`src/rtl/uart_rx_param.sv`:
```
// Oversampling UART receiver: configurable width, prescale, parity and stop bits.
// Each bit is decided by a 2-of-3 majority vote around its mid-point.
module uart_rx_param #(
  parameter int DATA_WIDTH = 8,
  parameter int PRESCALE_W = 6
) (
  input  logic                  CLK,
  input  logic                  RST,
  input  logic                  RX_IN,
  input  logic [PRESCALE_W-1:0] Prescale,
  input  logic                  PAR_EN,
  input  logic                  PAR_TYP,
  input  logic                  STOP_2,
  output logic [DATA_WIDTH-1:0] P_DATA,
  output logic                  data_valid,
  output logic                  Parity_Error,
  output logic                  Stop_error,
  output logic                  busy
);

  localparam logic [2:0] IDLE   = 3'd0;
  localparam logic [2:0] START  = 3'd1;
  localparam logic [2:0] DATA   = 3'd2;
  localparam logic [2:0] PARITY = 3'd3;
  localparam logic [2:0] STOP   = 3'd4;
  localparam logic [2:0] DONE   = 3'd5;

  logic                  rx_meta_q, rx_s_q;
  logic [2:0]            state_q, state_d;
  logic [PRESCALE_W-1:0] edge_q, edge_d;
  logic [3:0]            bit_q, bit_d;
  logic [DATA_WIDTH-1:0] shift_q, shift_d;
  logic [1:0]            samp_q, samp_d;
  logic                  bitval_q, bitval_d;
  logic                  par_err_q, par_err_d;
  logic                  stp_err_q, stp_err_d;
  logic [PRESCALE_W-1:0] p_q, p_d;
  logic                  par_en_q, par_en_d;
  logic                  par_typ_q, par_typ_d;
  logic                  stop2_q, stop2_d;
  logic [DATA_WIDTH-1:0] p_data_q, p_data_d;
  logic                  dv_q, dv_d;
  logic                  pe_q, pe_d;
  logic                  se_q, se_d;

  logic [PRESCALE_W-1:0] half, p_in;
  logic                  maj, at_vote, bit_end, bit_now, start_frame;

  assign half    = p_q >> 1;
  assign maj     = (samp_q[0] & samp_q[1]) | (samp_q[0] & rx_s_q) | (samp_q[1] & rx_s_q);
  assign at_vote = (edge_q == half + PRESCALE_W'(1));
  assign bit_end = (edge_q == p_q - PRESCALE_W'(1));
  // With P=4 the vote lands on the last cycle of the bit, so use it directly.
  assign bit_now = at_vote ? maj : bitval_q;

  always_comb begin
    p_in = Prescale & ~PRESCALE_W'(1);
    if (p_in < PRESCALE_W'(4)) p_in = PRESCALE_W'(4);
  end

  always_comb begin
    state_d     = state_q;
    edge_d      = edge_q;
    bit_d       = bit_q;
    shift_d     = shift_q;
    samp_d      = samp_q;
    bitval_d    = bitval_q;
    par_err_d   = par_err_q;
    stp_err_d   = stp_err_q;
    p_d         = p_q;
    par_en_d    = par_en_q;
    par_typ_d   = par_typ_q;
    stop2_d     = stop2_q;
    p_data_d    = p_data_q;
    dv_d        = 1'b0;
    pe_d        = 1'b0;
    se_d        = 1'b0;
    start_frame = 1'b0;

    if (state_q != IDLE && state_q != DONE) begin
      edge_d = bit_end ? '0 : edge_q + PRESCALE_W'(1);
      if (edge_q == half - PRESCALE_W'(1)) samp_d[0] = rx_s_q;
      if (edge_q == half)                  samp_d[1] = rx_s_q;
      if (at_vote)                         bitval_d  = maj;
    end

    case (state_q)
      IDLE: if (!rx_s_q) start_frame = 1'b1;
      START: begin
        if (bit_end) begin
          bit_d   = '0;
          state_d = bit_now ? IDLE : DATA;
        end
      end
      DATA: begin
        if (at_vote) shift_d = {maj, shift_q[DATA_WIDTH-1:1]};
        if (bit_end) begin
          if (bit_q == 4'(DATA_WIDTH - 1)) begin
            bit_d   = '0;
            state_d = par_en_q ? PARITY : STOP;
          end else begin
            bit_d = bit_q + 4'd1;
          end
        end
      end
      PARITY: begin
        if (at_vote && (maj != ((^shift_q) ^ par_typ_q))) par_err_d = 1'b1;
        if (bit_end) begin
          bit_d   = '0;
          state_d = STOP;
        end
      end
      STOP: begin
        if (at_vote && !maj) stp_err_d = 1'b1;
        if (bit_end) begin
          if (bit_q == {3'b000, stop2_q}) begin
            state_d = DONE;
            dv_d    = !par_err_d && !stp_err_d;
            pe_d    = par_err_d;
            se_d    = stp_err_d;
            if (dv_d) p_data_d = shift_q;
          end else begin
            bit_d = bit_q + 4'd1;
          end
        end
      end
      DONE: begin
        if (!rx_s_q) start_frame = 1'b1;
        else         state_d     = IDLE;
      end
      default: state_d = IDLE;
    endcase

    if (start_frame) begin
      state_d   = START;
      // From DONE the start bit is already one cycle old; keep bit timing aligned.
      edge_d    = (state_q == DONE) ? PRESCALE_W'(1) : '0;
      bit_d     = '0;
      par_err_d = 1'b0;
      stp_err_d = 1'b0;
      p_d       = p_in;
      par_en_d  = PAR_EN;
      par_typ_d = PAR_TYP;
      stop2_d   = STOP_2;
    end
  end

  always_ff @(posedge CLK or posedge RST) begin
    if (RST) begin
      rx_meta_q <= 1'b1;
      rx_s_q    <= 1'b1;
      state_q   <= IDLE;
      edge_q    <= '0;
      bit_q     <= '0;
      shift_q   <= '0;
      samp_q    <= '1;
      bitval_q  <= 1'b1;
      par_err_q <= 1'b0;
      stp_err_q <= 1'b0;
      p_q       <= PRESCALE_W'(4);
      par_en_q  <= 1'b0;
      par_typ_q <= 1'b0;
      stop2_q   <= 1'b0;
      p_data_q  <= '0;
      dv_q      <= 1'b0;
      pe_q      <= 1'b0;
      se_q      <= 1'b0;
    end else begin
      rx_meta_q <= RX_IN;
      rx_s_q    <= rx_meta_q;
      state_q   <= state_d;
      edge_q    <= edge_d;
      bit_q     <= bit_d;
      shift_q   <= shift_d;
      samp_q    <= samp_d;
      bitval_q  <= bitval_d;
      par_err_q <= par_err_d;
      stp_err_q <= stp_err_d;
      p_q       <= p_d;
      par_en_q  <= par_en_d;
      par_typ_q <= par_typ_d;
      stop2_q   <= stop2_d;
      p_data_q  <= p_data_d;
      dv_q      <= dv_d;
      pe_q      <= pe_d;
      se_q      <= se_d;
    end
  end

  assign P_DATA       = p_data_q;
  assign data_valid   = dv_q;
  assign Parity_Error = pe_q;
  assign Stop_error   = se_q;
  assign busy         = (state_q != IDLE);

endmodule

```
`config.mk`:
```
export PLATFORM = sky130hd
export DESIGN_NAME = uart_rx_param
export DESIGN_NICKNAME = d
export VERILOG_FILES = /design/src/rtl/uart_rx_param.sv
export SDC_FILE = /design/constraint.sdc
export NUM_CORES = 1
export LEC_CHECK = 0
export BUFFER_PORTS_ARGS = -buffer_cell sky130_fd_sc_hd__buf_2
export CAP_MARGIN = 40
export CORE_MARGIN = 2
export CORE_UTILIZATION = 45
export CTS_CLUSTER_SIZE = 24
export DETAILED_ROUTE_END_ITERATION = 10
export GPL_ROUTABILITY_DRIVEN = 0
export PLACE_DENSITY = 0.66
export SLEW_MARGIN = 10
export SYNTH_ARGS = -nofsm -noshare
export SYNTH_HDL_FRONTEND = slang
export SYNTH_SLANG_ARGS = --single-unit
```
`constraint.sdc`:
```
create_clock -name CLK -period 2.8 [get_ports CLK]
set_input_delay 0.14 -clock CLK [delete_from_list [all_inputs] [get_ports CLK]]
set_output_delay 0.14 -clock CLK [all_outputs]
set_load 0.02 [all_outputs]
```
* Yosys cells after proc, flatten, opt, wreduce, memory -nomap -nowiden *
Cells that the tools add are included.

storage, ports and cells
  register bits = 48
  word-level logic and storage cells = 120
  bits of input ports = 12

operators by class
  mux-type cells = 42
  eq/ne operators = 23
  reduce and logical (&&, ||, !) cells = 24
  bitwise logic cells = 6
  add/sub/neg operators = 5
  magnitude comparators = 1

operator list
  cell                 count
  $mux 3               9
  $ne 3x3->1 const B   9
  $mux 4               6
  $mux 6               4
  $mux 1               20
  $eq 6x6->1           3
  $pmux 3 s6           1
  $pmux 4 s3           1
  $reduce_and 2->1     4
  $reduce_and 8->1     1
  $reduce_bool 2->1    4
  $reduce_xor 8->1     1
  $add 5x1->6 const B  1
  $add 6x1->6 const B  1
  $eq 3x2->1 const B   2
  $eq 3x3->1 const B   2
  $eq 6x5->1           1
  $lt 6x3->1 const B   1
  $sub 5x1->6 const B  1
  $sub 6x1->6 const B  1
  $reduce_and 5->1     1
  $add 4x1->4 const B  1
  $eq 4x1->1           1
  $eq 4x3->1 const B   1
  15 further kinds     24

* Longest topological paths before layout *
  word-level depth = 12
  gate-level depth with buffers = 10
  gate-level depth less buffers = 9

* Worst setup path after synthesis *
Ideal clock, no wire load.

  path kind = register -> register
  start = register p_q[2]
  end = register p_data_q[0] (netlist: P_DATA[0])
  cell stages (with the launch flop) = 10
  setup slack = 58 ps
  required time = 2,675 ps
  arrival = 2,616 ps
  clock period less this slack = 2,742 ps
  path buffers = 1
  cells stage by stage = dfstp_2 > inv_1 > ha_1 > o21ba_1 > a221o_1 > a211oi_4 > nand3_2 > or4_1 > buf_6 > mux2_4

between the ends
  cells in the longest elaborated chain, start to end = 8
  elaborated cells between the ends (all ways) = 10
  those cells by class = add/sub (2); eq/ne (2); mux (2); reduce/logical (4)

RTL lines
  element                              line  source
  start, declared                      37    logic [PRESCALE_W-1:0] p_q, p_d;
  start signal, assigned               179   p_q <= p_d;
  $add 5x1->6                          51    assign at_vote = (edge_q == half + PRESCALE_W'(1));
  $eq 6x6->1                           51
  $logic_and 1x1->1                    114   if (at_vote && !maj) stp_err_d = 1'b1;
  $mux 1                               114
  $mux 1                               87    case (state_q)
  $logic_not 1->1                      118   dv_d = !par_err_d && !stp_err_d;
  $logic_and 1x1->1                    118
  $reduce_and 4->1 (no source line) *  n/a
  end signal, assigned                 183   p_data_q <= p_data_d;
  end, declared                        41    logic [DATA_WIDTH-1:0] p_data_q, p_data_d;

Mark *: on every way between the ends. The rest lies on a longest branch, timed or not. The select of a mux whose other input is x is not followed.
A chain may end at the register's enable or synchronous reset.

* Worst setup path after layout *
  start = register p_q[2]
  end = register p_data_q[3] (netlist: P_DATA[3])

Same word-level chain as after synthesis.

==> flow_metrics.env <==
export IMPL_status="completed"
export IMPL_worst_slew_pin_slew_ns=0.507
export IMPL_end_kind="flip-flop"
export IMPL_initial_core_util_pct=47.3
export IMPL_die_width_um=80.5
export IMPL_async_flop_share_pct=100
export IMPL_netlist_area_um2=2640
export IMPL_fin_nets=302
export IMPL_core_um2=5570
export IMPL_rsz0062_at_grt="false"
export IMPL_drv_slew=0
export IMPL_io_buffer_count=22
export IMPL_synth_ff_type="dfrtp_1"
export IMPL_die_h_um=80.5
export IMPL_clock_sinks=47
export IMPL_use_met1_pct=24.7
export IMPL_area_growth_pct=14.3
export IMPL_die_area_um2=6490
export IMPL_cp_required_ns=3.00
export IMPL_synth_edf_count=0
export IMPL_wl_per_cell_um=14.5
export IMPL_cp_cell_sequence="inv_1, ha_2, o21ba_1, a221o_1, a211oi_4, nand3_2, or4_1, buf_6, mux2_4"
export IMPL_syn_nets=269
export IMPL_min_period_ns=2.69
export IMPL_ir_worst_vdd_mv=0.644
export IMPL_postCtsSetupBuffers=0
export IMPL_grt_use_total_pct=17.8
export IMPL_hold_ws_ns=0.0418
export IMPL_via_count=1947
export IMPL_drc_errors=0
export IMPL_grt_pass1_wl_um=8890
export IMPL_grt_overflow_total=0
export IMPL_final_setup_skew_ns=0.00871
export IMPL_drive_gt1_share_pct=29.6
export IMPL_cp_start_kind="flip-flop"
export IMPL_synth_warnings=0
export IMPL_cts_htree_levels=2
export IMPL_dr_pass1_iters=4
export IMPL_fin_tns_setup_ns=0
export IMPL_gr_max_usage_layer="met2"
export IMPL_slowest_stage="dfstp_2"
export IMPL_hpwl_um=3800
export IMPL_hold_viol=0
export IMPL_synth_cell_types=52
export IMPL_power_density_nw_per_um2=983
export IMPL_grt_max_degree=27
export IMPL_worstSkewPairLatency_ns=0.30
export IMPL_cts_buffers=5
export IMPL_crit_type="reg -> reg"
export IMPL_grt_use_met3_pct=3.37
export IMPL_layout_common_cells="41 x dfrtp_1, 23 x buf_2, 21 x nor2_1"
export IMPL_fmaxAchievable_mhz=372
export IMPL_p_leak_nw=1.39
export IMPL_io_pins=24
export IMPL_cts_max_path_buffers=2
export IMPL_drt_iter0_drc=126
export IMPL_finalSetupViolCount=0
export IMPL_maxCapViolations=0
export IMPL_clk_pin_slew_ns=0.09
export IMPL_slowest_delay_ns=0.54
export IMPL_num_rows=27
export IMPL_worstPathArrival_ns=2.88
export IMPL_syn_area_per_cell_um2=10.4
export IMPL_finalCritPeriodShare_pct=95.9
export IMPL_root_buffer="clkbuf_8"
export IMPL_grt_use_met2_pct=28.4
export IMPL_ys_seq_area_share_pct=44.9
export IMPL_crit_fanout=9
export IMPL_wirelength_um=5200
export IMPL_layout_commonest_cell="dfrtp_1"
export IMPL_grt_pass1_vias=1844
export IMPL_antenna_found_initial=0
export IMPL_synth_cells=253
export IMPL_hold_class="in -> reg"
export IMPL_ant_nets=0
export IMPL_diodes=0
export IMPL_post_drt_via_cell_ratio=5.42
export IMPL_slew_headroom_pct=66.2
export IMPL_cts_tree="built"
export IMPL_synth_seq_cells=47
[stage by stage]
stage	instances	util (%)	power (mW)	instance area [µm²]	setup slack [ns]
6_report	359	54.1	2.96	3010	0.114
5_1_grt	359	54.1	3.23	3010	0.0237
4_1_cts	359	53.8	2.97	3000	0.0456
3_5_place_dp	349	51.9	2.55	2890	0.0484
3_3_place_gp	347	51.4	2.49	2870	0.104
2_1_floorplan	253	-	2.20	2640	0.0584
[flip-flops by register name, summed over array words and instances (netlist names)]
register	count
P_DATA	8
Parity_Error	1
Stop_error	1
bit_q	4
bitval_q	1
data_valid	1
edge_q	6
p_q	5
par_en_q	1
par_err_q	1
par_typ_q	1
rx_meta_q	1
rx_s_q	1
samp_q	2
shift_q	8
state_q	3
stop2_q	1
stp_err_q	1
[power by group]
part           switching (mW)  internal, mW  leakage (nW)
Sequential              0.246         0.857         0.609
Clock                   0.240         0.174        0.0402
Combinational           0.762         0.685         0.744
Total                    1.25          1.72          1.39
[synthesized netlist by cell type (2+ instances only)]
master | number | area (µm²)
clkbuf_1 | 6 | 22.5
dfstp_2 | 6 | 158
buf_2 | 2 | 10.0
or4_1 | 2 | 15.0
dfrtp_1 | 41 | 1030
nand2b_1 | 6 | 37.5
o22ai_1 | 2 | 12.5
a31oi_1 | 2 | 12.5
nand4b_1 | 2 | 17.5
nor3_1 | 6 | 30.0
nor3_2 | 2 | 20.0
nand4_1 | 2 | 12.5
nor2_1 | 21 | 78.8
ha_1 | 4 | 50.1
nand2_1 | 16 | 60.1
inv_1 | 11 | 41.3
a21oi_1 | 3 | 15.0
buf_6 | 2 | 22.5
nor4_1 | 3 | 18.8
mux2_4 | 8 | 120
o21ai_0 | 15 | 75.1
xnor2_1 | 17 | 149
or3_1 | 2 | 12.5
xor2_1 | 12 | 105
a211oi_1 | 2 | 15.0
mux2_2 | 16 | 180
nor2b_1 | 3 | 18.8
nand3_1 | 13 | 65.1
and3_1 | 3 | 18.8
[worst paths after layout]
| kind | startpoint | end | slack (ns) | cells after the start |
|---|---|---|---|---|
| worst max-delay path | p_q[2]$_DFFE_PP1P_ | P_DATA[3]$_DFFE_PP0P_ | 0.11 | 9 |
| worst min-delay path | PAR_EN | par_en_q$_DFFE_PP0P_ | 0.04 | 3 |
| worst max register to register | p_q[2]$_DFFE_PP1P_ | P_DATA[3]$_DFFE_PP0P_ | 0.11 | 9 |
| worst min register to register | rx_meta_q$_DFF_PP1_ | rx_s_q$_DFF_PP1_ | 0.36 | 0 |
| max in group asynchronous | RST | p_q[2]$_DFFE_PP1P_ | 1.80 | 4 |
| min in group asynchronous | RST | P_DATA[7]$_DFFE_PP0P_ | 0.40 | 3 |
[metal layers]
layer	part of all wire, %	up-vias
li1	-	954
met1	47	947
met2	48	40
met3	3.8	6
met4	1.0	0
met5	0	-
[worst max-delay path: cells and delay by family, from the launching register on]
| family | cells | cell delay [ns] |
|---|---|---|
| multiplexers | 1 | 0.30 |
| AND/OR/NAND/NOR | 2 | 0.54 |
| flip-flops | 1 | 0.54 |
| AO/OA/AOI/OAI | 3 | 0.80 |
| buffers and inverters | 2 | 0.21 |
| adder cells (fa/ha/maj) | 1 | 0.18 |
[cell families (layout without fill, tap and decap cells)]
logic type	after synthesis	in the layout	share of synthesized area, %
xor+xnor	30	30	10.3
compound gates	37	37	9.78
simple gates	86	86	16.9
fa+ha+maj	5	5	2.28
flops	47	47	44.9
mux	25	25	11.8
buf+inv	23	57	4.08
[layout make-up]
class / count / area (µm²)
Clock buffer: 5 / 68.8
Clock inverter: 3 / 20.0
Fill cell: 504 / 2560
Inverter: 11 / 41.3
Multi-Input combinational cell: 183 / 1360
Sequential cell: 47 / 1180
Tap cell: 72 / 90.1
Timing Repair Buffer: 38 / 249
[what timing repair did]
item / in CTS / in global routing
resized for setup: 0 / 4
endpoints found under the hold margin: 19 / 0
hold buffers: 2 / 0
endpoints found under the setup margin: 0 / 10
Note: power is estimated with default switching activity, not from simulation.
